===== src/rtl/alu_issue_ctrl_if.sv =====
// alu_issue_ctrl_if: request/result handshake bundle between the decode stage and alu_issue_ctrl.
// Optional err signal exists only when ALU_OPCODE_ERR_EN is defined.
`default_nettype none

interface alu_issue_ctrl_if #(
  parameter int WIDTH = 64
);
  logic             in_valid;
  logic             in_ready;
  logic [10:0]      in_opcode;
  logic [WIDTH-1:0] in_a;
  logic [WIDTH-1:0] in_b;
  logic             out_valid;
  logic             out_ready;
  logic [WIDTH-1:0] result;
  logic             res_zero;
`ifdef ALU_OPCODE_ERR_EN
  logic             err;

  modport master (
    output in_valid, in_opcode, in_a, in_b, out_ready,
    input  in_ready, out_valid, result, res_zero, err
  );
  modport slave (
    input  in_valid, in_opcode, in_a, in_b, out_ready,
    output in_ready, out_valid, result, res_zero, err
  );
`else
  modport master (
    output in_valid, in_opcode, in_a, in_b, out_ready,
    input  in_ready, out_valid, result, res_zero
  );
  modport slave (
    input  in_valid, in_opcode, in_a, in_b, out_ready,
    output in_ready, out_valid, result, res_zero
  );
`endif
endinterface

`default_nettype wire


===== src/rtl/alu_issue_ctrl.sv =====
// alu_issue_ctrl: decodes a LEGv8 opcode, drives registered operands/control into the ALU and
// returns the captured result. Optional illegal-opcode flag under ALU_OPCODE_ERR_EN.
`default_nettype none

module alu_issue_ctrl #(
  parameter int WIDTH = 64
) (
  input  logic             clk,
  input  logic             rst_n,
  alu_issue_ctrl_if.slave  bus,
  output logic [WIDTH-1:0] src1,
  output logic [WIDTH-1:0] src2,
  output logic [3:0]       alu_ctrl,
  input  logic [WIDTH-1:0] alu_output,
  input  logic             zero
);

  typedef enum logic [1:0] {
    IDLE = 2'd0,
    EXEC = 2'd1,
    DONE = 2'd2
  } state_t;

  state_t           r_state;
  state_t           w_state_nxt;
  logic             r_alive;
  logic             w_in_ready;
  logic             w_accept;
  logic [3:0]       w_dec_ctrl;
  logic [WIDTH-1:0] r_src1;
  logic [WIDTH-1:0] r_src2;
  logic [3:0]       r_alu_ctrl;
  logic             r_out_valid;
  logic [WIDTH-1:0] r_result;
  logic             r_res_zero;
`ifdef ALU_OPCODE_ERR_EN
  logic             w_dec_legal;
  logic             r_illegal;
  logic             r_err;
`endif

  // r_alive keeps in_ready low until the first edge after reset is released.
  assign w_in_ready = (r_state == IDLE) && r_alive;
  assign w_accept   = bus.in_valid && w_in_ready;

  always_comb begin
    w_dec_ctrl = 4'b0010;
`ifdef ALU_OPCODE_ERR_EN
    w_dec_legal = 1'b1;
`endif
    casez (bus.in_opcode)
      11'b10001011000: w_dec_ctrl = 4'b0010;
      11'b11001011000: w_dec_ctrl = 4'b0110;
      11'b10001010000: w_dec_ctrl = 4'b0000;
      11'b10101010000: w_dec_ctrl = 4'b0001;
      11'b11111000010,
      11'b11111000000: w_dec_ctrl = 4'b0010;
      11'b10110100???: w_dec_ctrl = 4'b0111;
      11'b11101010000: w_dec_ctrl = 4'b1100;
      default: begin
        w_dec_ctrl = 4'b0010;
`ifdef ALU_OPCODE_ERR_EN
        w_dec_legal = 1'b0;
`endif
      end
    endcase
  end

  always_ff @(posedge clk or negedge rst_n) begin
    if (!rst_n) begin
      r_state <= IDLE;
      r_alive <= 1'b0;
    end else begin
      r_state <= w_state_nxt;
      r_alive <= 1'b1;
    end
  end

  always_comb begin
    w_state_nxt = r_state;
    case (r_state)
      IDLE:    if (w_accept) w_state_nxt = EXEC;
      EXEC:    w_state_nxt = DONE;
      DONE:    if (bus.out_ready) w_state_nxt = IDLE;
      default: w_state_nxt = IDLE;
    endcase
  end

  always_ff @(posedge clk or negedge rst_n) begin
    if (!rst_n) begin
      r_src1      <= '0;
      r_src2      <= '0;
      r_alu_ctrl  <= 4'b0000;
      r_out_valid <= 1'b0;
      r_result    <= '0;
      r_res_zero  <= 1'b0;
`ifdef ALU_OPCODE_ERR_EN
      r_illegal   <= 1'b0;
      r_err       <= 1'b0;
`endif
    end else begin
      if (w_accept) begin
        r_src1     <= bus.in_a;
        r_src2     <= bus.in_b;
        r_alu_ctrl <= w_dec_ctrl;
`ifdef ALU_OPCODE_ERR_EN
        r_illegal  <= ~w_dec_legal;
`endif
      end
      // The ALU has had a full cycle on the registered operands; capture now.
      if (r_state == EXEC) begin
        r_out_valid <= 1'b1;
`ifdef ALU_OPCODE_ERR_EN
        r_err      <= r_illegal;
        r_result   <= r_illegal ? '0 : alu_output;
        r_res_zero <= r_illegal ? 1'b0 : zero;
`else
        r_result   <= alu_output;
        r_res_zero <= zero;
`endif
      end
      if ((r_state == DONE) && bus.out_ready) begin
        r_out_valid <= 1'b0;
`ifdef ALU_OPCODE_ERR_EN
        r_err       <= 1'b0;
`endif
      end
    end
  end

  assign bus.in_ready  = w_in_ready;
  assign bus.out_valid = r_out_valid;
  assign bus.result    = r_result;
  assign bus.res_zero  = r_res_zero;
`ifdef ALU_OPCODE_ERR_EN
  assign bus.err       = r_err;
`endif
  assign src1          = r_src1;
  assign src2          = r_src2;
  assign alu_ctrl      = r_alu_ctrl;

endmodule

`default_nettype wire


===== src/flat_wrapper.sv =====
// flat-port wrapper written by rule: the top's interface ports become plain ports
module alu_issue_ctrl_flat 
#(
  parameter int WIDTH = 64
)
  (clk, rst_n, src1, src2, alu_ctrl, alu_output, zero, bus_in_valid, bus_in_opcode, bus_in_a, bus_in_b, bus_out_ready, bus_in_ready, bus_out_valid, bus_result, bus_res_zero);
  alu_issue_ctrl_if #(.WIDTH(WIDTH)) bus_i ();
  input  logic clk;
  input  logic rst_n;
  output logic [WIDTH-1:0] src1;
  output logic [WIDTH-1:0] src2;
  output logic [3:0] alu_ctrl;
  input  logic [WIDTH-1:0] alu_output;
  input  logic zero;
  input wire logic [$bits(bus_i.in_valid)-1:0] bus_in_valid;
  input wire logic [$bits(bus_i.in_opcode)-1:0] bus_in_opcode;
  input wire logic [$bits(bus_i.in_a)-1:0] bus_in_a;
  input wire logic [$bits(bus_i.in_b)-1:0] bus_in_b;
  input wire logic [$bits(bus_i.out_ready)-1:0] bus_out_ready;
  output wire logic [$bits(bus_i.in_ready)-1:0] bus_in_ready;
  output wire logic [$bits(bus_i.out_valid)-1:0] bus_out_valid;
  output wire logic [$bits(bus_i.result)-1:0] bus_result;
  output wire logic [$bits(bus_i.res_zero)-1:0] bus_res_zero;
  assign bus_i.in_valid = bus_in_valid;
  assign bus_i.in_opcode = bus_in_opcode;
  assign bus_i.in_a = bus_in_a;
  assign bus_i.in_b = bus_in_b;
  assign bus_i.out_ready = bus_out_ready;
  assign bus_in_ready = bus_i.in_ready;
  assign bus_out_valid = bus_i.out_valid;
  assign bus_result = bus_i.result;
  assign bus_res_zero = bus_i.res_zero;
  alu_issue_ctrl #(.WIDTH(WIDTH)) u_core (.clk(clk), .rst_n(rst_n), .bus(bus_i), .src1(src1), .src2(src2), .alu_ctrl(alu_ctrl), .alu_output(alu_output), .zero(zero));
endmodule

===== config.mk =====
export PLATFORM = sky130hd
export DESIGN_NAME = alu_issue_ctrl_flat
export DESIGN_NICKNAME = d
export VERILOG_FILES = /design/src/rtl/alu_issue_ctrl_if.sv /design/src/rtl/alu_issue_ctrl.sv /design/src/flat_wrapper.sv
export SDC_FILE = /design/constraint.sdc
export NUM_CORES = 1
export LEC_CHECK = 0
export ABC_AREA = 1
export CAP_MARGIN = 20
export CELL_PAD_IN_SITES_DETAIL_PLACEMENT = 1
export CELL_PAD_IN_SITES_GLOBAL_PLACEMENT = 1
export CORE_MARGIN = 8
export CORE_UTILIZATION = 28
export CTS_CLUSTER_DIAMETER = 30
export CTS_CLUSTER_SIZE = 20
export DETAILED_ROUTE_END_ITERATION = 10
export HOLD_SLACK_MARGIN = 0.02
export MAX_ROUTING_LAYER = met4
export PLACE_DENSITY_LB_ADDON = 0.05
export SLEW_MARGIN = 20
export SYNTH_ARGS = -nofsm -noshare
export SYNTH_HDL_FRONTEND = slang
export SYNTH_SLANG_ARGS = --single-unit

===== constraint.sdc =====
create_clock -name clk -period 1.7 [get_ports clk]
set_input_delay 0.34 -clock clk [delete_from_list [all_inputs] [get_ports clk]]
set_output_delay 0.34 -clock clk [all_outputs]
set_load 0.05 [all_outputs]

==> results.cfg <==
[drt]
routed_wl_um = 31000
routed_via_density = 4.33
dr_total_vias = 7413
ant_nets = 0
wl_per_cell_um = 18.1
drtPass1Iterations = 4
initialDrtViolationCount = 322
drc = 0

[clock_network]
clk_path_buf_depth = 3
clkTransAtPathRegs_ns = 0.04
clockRootBuffer = clkbuf_16
clkLatencyLatePin_ns = 0.54
cts_tree = yes
htreeDepth = 2
cts-buffers-inserted = 56
cts.sinks = 201

[timing]
fin_crit_ns = 1.76
fmax_mhz = 568
grt_setup_unrepaired = true
worst_slack_ns = -0.0599
final-setup-viol-count = 1
drv_slew = 0
final_hold_viol_count = 0
skew_ns = 0.0123
period_share_pct = 104

[power_and_ir_drop]
power_frac_seq_pct = 25.8
power_density_nw_per_um2 = 1910
max-vdd-ir-drop_v = 0.000831
netSwitchingPower_mw = 10.1
p_sw_share_pct = 38.6
p_total_mw = 26.3
power_report.internal_total_mw = 16.1
p_comb_share_pct = 35.0
power_frac_clock_pct = 39.2
cellLeakagePower_nw = 7.20

[logic_synthesis]
yosys_warnings = 0
syn-cell-area_um2 = 7650
synthMuxAreaShare_pct = 0
synth-simple-area-share_pct = 30.5
synth_top_family_by_area = simple AND/OR/NAND/NOR gates
synth_top_area_share_pct = 65.7
netlist_top_cells_area = dfrtp_1, nand2_1, buf_2
synth_compound_area_share_pct = 0.327
synth_seq_cells = 201
synth_xor_area_share_pct = 0
synth_fa_ha_area_share_pct = 0
synthCells = 876
ys_seq_area_share_pct = 65.7
synth.largest_area_cell = dfrtp_1
synth_cell_types = 15
syn-num-nets = 1084
postSynthAreaPerCell_um2 = 8.74

[cells_and_area]
syn_to_final_growth_pct = 79.5
utilization_pct = 51.1
layout-drive-gt1-share_pct = 23.5
fin_nets = 1533

[floorplanning]
die_y_um = 181
initial_core_util_pct = 28.5
core_area_um2 = 26900
die_w_um = 181
io_pins = 407
rows = 60
die_area_um2 = 32900

[worst_setup_path]
critPathArrivalTime_ns = 1.42
critPathMaxFanout = 2
required_ns = 1.36
path_class = reg2out
critical_path.max_stage_delay_ns = 0.41
cp-end-kind = output pin
worstPathCellList = nor3b_4, buf_4, buf_12
slowest_stage = dfrtp_1
cp_top_family = flip-flops
startpoint_type = flip-flop
crit_buf_inv = 2

[global_route]
grtUsageTotal_pct = 19.2
grt_pass1_vias = 8221
grt_pass1_wl_um = 48300
antenna_found_initial = 1
overflow = 0
grt_start_max_net_pins = 50

[placed_design]
hpwl_um = 22700
routabilityCongestion = 0.755
io_buffers = 406

[job]
maxCapViolations = 0

[outcome]
violations = setup timing
status = finished with violations

[min_path]
min-delay-path-class = in2async
==> registers in the layout, indices dropped and copies added, names as in the netlist <==
name                  flops
u_core.r_state            2
u_core.bus.res_zero       1
u_core.bus.out_valid      1
u_core.bus.result        64
u_core.r_alive            1
u_core.src1              64
u_core.alu_ctrl           4
u_core.src2              64
==> cell families (layout without fill, tap and decap cells) <==
family,count (synthesis),after routing
AO/OA/AOI/OAI,5,5
buffers and inverters,54,547
other,1,2
AND/OR/NAND/NOR,615,615
flip-flops,201,201
==> power by group through the flow <==
stage | clock network, mW | registers [mW] | logic, mW
2_1_floorplan | 0 | 11.2 | 1.25
3_3_place_gp | 0 | 6.79 | 9.22
3_5_place_dp | 0 | 6.83 | 9.29
4_1_cts | 10.5 | 6.80 | 9.33
5_1_grt | 10.8 | 6.96 | 9.71
6_report | 10.3 | 6.78 | 9.20
==> worst reg2reg max path, stage by stage, from the launching register on <==
cell	delay, ns
dfrtp_1	0.41
nor3b_4	0.21
buf_4	0.14
nand2_4	0.08
inv_4	0.12
buf_4	0.27
nand2_1	0.10
nand2_1	0.08
==> synthesized netlist by cell type, drive strengths merged <==
cell / number
buf: 32
nor3: 1
o21ai: 5
nor3b: 1
nand2: 598
clkbuf: 10
nand3b: 2
nand3: 6
nor2: 7
conb: 1
dfrtp: 201
inv: 12
==> layout by cell type, fill, tap and decap left out, types with 2 or more instances in the layout <==
master             n
inv_1             10
o21ai_0            5
nor2_1             6
clkinvlp_4         5
dfrtp_1          200
clkbuf_16         57
nand2_1          597
nand3b_1           2
clkbuf_1          12
buf_12            15
clkbuf_8          11
nand3_1            6
bufinv_16          6
clkinv_2          12
clkdlybuf4s50_1  206
buf_4            210
==> stage by stage <==
step | hold WS [ns] | TNS [ns] | setup WS, ns | instance area [µm²] | cells
2_1_floorplan | 0.0444 | -0.716 | -0.00883 | 7680 | 876
3_3_place_gp | 0.272 | 0 | 0.128 | 11800 | 1604
3_5_place_dp | 0.274 | 0 | 0.116 | 11800 | 1604
4_1_cts | 0.275 | -0.113 | -0.113 | 13700 | 1708
5_1_grt | 0.316 | -0.121 | -0.121 | 13700 | 1711
6_report | 0.283 | -0.0599 | -0.0599 | 13700 | 1711
==> metal layers <==
metal	wire length, µm	global-route usage [%]	vias up
met5	0	-	-
met4	637	5.15	0
met3	3180	8.57	48
met2	14800	30.8	287
met1	12300	21.5	3531
li1	-	-	3547
==> repair_timing <==
item,4_1_cts,5_1_grt
resized for setup,1,0
pin swaps,1,0
endpoints found under the setup margin,1,1
endpoints found under the hold margin,25,0
setup buffers,1,2
hold buffers,1,0
==> cell type report <==
type                            count  area [µm²]
Timing Repair Buffer              433        3960
Clock buffer                       79        1610
Inverter                           12        47.5
Clock inverter                     23         278
Multi-Input combinational cell    621        2380
Antenna cell                        1        2.50
Sequential cell                   201        5030
Fill cell                        3085       13100
Tap cell                          341         427
==> final timing paths <==
| kind | slack, ns | startpoint | cells past startpoint | to |
|---|---|---|---|---|
| hold reg to reg | 0.46 | u_core.bus.result[1] | 2 | u_core.bus.result[1] |
| min in group clk | 0.34 | bus_in_a[49] | 3 | u_core.src1[49] |
| setup reg to reg | 0.23 | u_core.r_state[0] | 7 | u_core.src1[59] |
| setup / recovery | -0.06 | u_core.r_state[0] | 3 | bus_in_ready |
| hold / removal | 0.28 | rst_n | 2 | u_core.src1[60] |
| max in group asynchronous | 0.81 | rst_n | 3 | u_core.src2[7] |
Note: power is estimated with default switching activity, not from simulation.
==> patch (same flow settings) <==
`WIDTH` is set to 64 in 3 places; all go to 68.
--- a/src/rtl/alu_issue_ctrl_if.sv
+++ b/src/rtl/alu_issue_ctrl_if.sv
@@ -5,3 +5,3 @@
 interface alu_issue_ctrl_if #(
-  parameter int WIDTH = 64
+  parameter int WIDTH = 68
 );
--- a/src/rtl/alu_issue_ctrl.sv
+++ b/src/rtl/alu_issue_ctrl.sv
@@ -5,3 +5,3 @@
 module alu_issue_ctrl #(
-  parameter int WIDTH = 64
+  parameter int WIDTH = 68
 ) (
--- a/src/flat_wrapper.sv
+++ b/src/flat_wrapper.sv
@@ -3,3 +3,3 @@
 #(
-  parameter int WIDTH = 64
+  parameter int WIDTH = 68
 )
Interface: changed (6 resized); port bits go from 407 to 431. No check against the original RTL was run, so the function may have changed too.
==> patch against the original RTL <==
- the run still ends with negative setup slack left
- worst setup slack better by 38 ps
- routed wire length grew 10%
- core utilization rose by 0.077 points
- critical path depth fell by 1
- final cell count increased by 7.3%
- maximum frequency rose by 2.2%
- area after synthesis rose by 6.4%
- combinational power up 6.4%
- design area is 7.0% higher
- sequential cell count grew 12
- power is 8.0% higher
- non-clock buffer count is 27 higher
- highest routed layer unchanged
==> patch: results (changes against the original RTL) <==
For the number of global-route vias before repair, the log shows 8842 (+7.6%). For the power consumed by sequential cells, the log shows 7.21 mW (+6.3%). The logs give 1.01 mV (+21%) for the peak ir drop on the vdd network and 3 (+2) for the number of antenna violations at the first check in global routing. The worst slack at placement is 79.4 ps (-36.3 ps), and the data arrival time of the critical path is 1380 ps (-40 ps).

The starting DRC count in detailed routing is 310 (-3.7%), and the worst hold margin is 309 ps (+26.3 ps). The clock network power was 11.4 mW (+11%). The final worst setup slack was -21.7 ps (+38.3 ps).

The final total power is 28.4 mW (+8.0%), and the sequential share of the synthesized area is 0.654 (-0.00271). The wire length on met1 came out at 13.0 mm (+5.6%). The final HPWL from detailed placement is 25.2 mm (+11%). The flow ran to the end, but the final reports show violations.

Average wire per cell in the routed design: 18.6 um (+2.7%). The detailed route wirelength on metal2 is 16.9 mm (+14%). The logs give 51 (+2.0%) for the largest net degree at the start of global routing and 1146 (+5.7%) for the number of nets in the synthesized netlist. Total routing resource utilization after global routing: 0.200 (+0.00854). The tools report the met3 track demand over resource in global routing as 0.0852 (-0.000459). The total negative setup slack came out at -21.7 ps (+38.3 ps).

The final weighted congestion of routability-driven global placement came out at 0.765 (+1.4%). Net total in the final layout: 1623 (+5.9%). The post-detailed-route via-to-cell ratio is 4.28 (-1.2%). Ranked by instance count, the synthesized netlist is headed by 634 x nand2_1, 213 x dfrtp_1, 19 x buf_2. The clock tree skew after final layout is 18.0 ps (+5.68 ps).

The run gives 53.4 mm (+10%) as the first-pass GRT wire length. The filler cell count was 3311 (+7.3%); the placed instance area was 12600 sq um (+6.6%). The tools report the routing usage on met1 as 0.210 (-0.00421). The checks that failed: negative setup slack. The run gives 1 (unchanged) as the total of endpoints with negative setup slack in the final report. The final worst-path cycle share was 1.01 (-0.0225); the number of unique standard cell types used by synthesis was 14 (-1). Internal power: 17.6 mW (+8.8%). In this run the critical register-to-register path is captured at u_core.src1[60]$_DFFE_PN0P_.

The tools report the fraction of met2 tracks used by global routing as 0.335 (+0.0267).
[patch: cell types whose count changed after synthesis]
cell      delta
clkbuf_1     +4
nand2_1     +36
inv_1        -1
dfrtp_1     +12
buf_6       +11
buf_1        -3
buf_2        -1
inv_2        +1
buf_4        -9
[patch: kinds of logic (layout without fill, tap and decap cells)]
group                  Yosys count  in the layout  share of synthesized area
AND/OR/NAND/NOR                651            651                      0.303
flip-flops                     213            213                      0.654
buffers and inverters           56            578                     0.0389
AO/OA/AOI/OAI                    5              5                    0.00307
other                            1              5                   0.000460
[patch: what timing repair did]
item	CTS	global route
pin swaps	1	0
gates resized for setup	0	0
endpoints found under the setup margin	1	1
hold endpoints to repair	30	0
hold buffers	1	0
setup buffers	1	0
[patch: area by class of cell]
type                    instances  area (sq um)  share of cell area
multi-input cells             657          2520               0.171
clock buffers                  83          1720               0.117
repair buffers                460          4230               0.288
clock inverters                23           358              0.0243
well taps                     384           480              0.0327
flip-flops and latches        213          5330               0.363
inverters                      12          47.5             0.00324
diodes                          4          10.0            0.000681
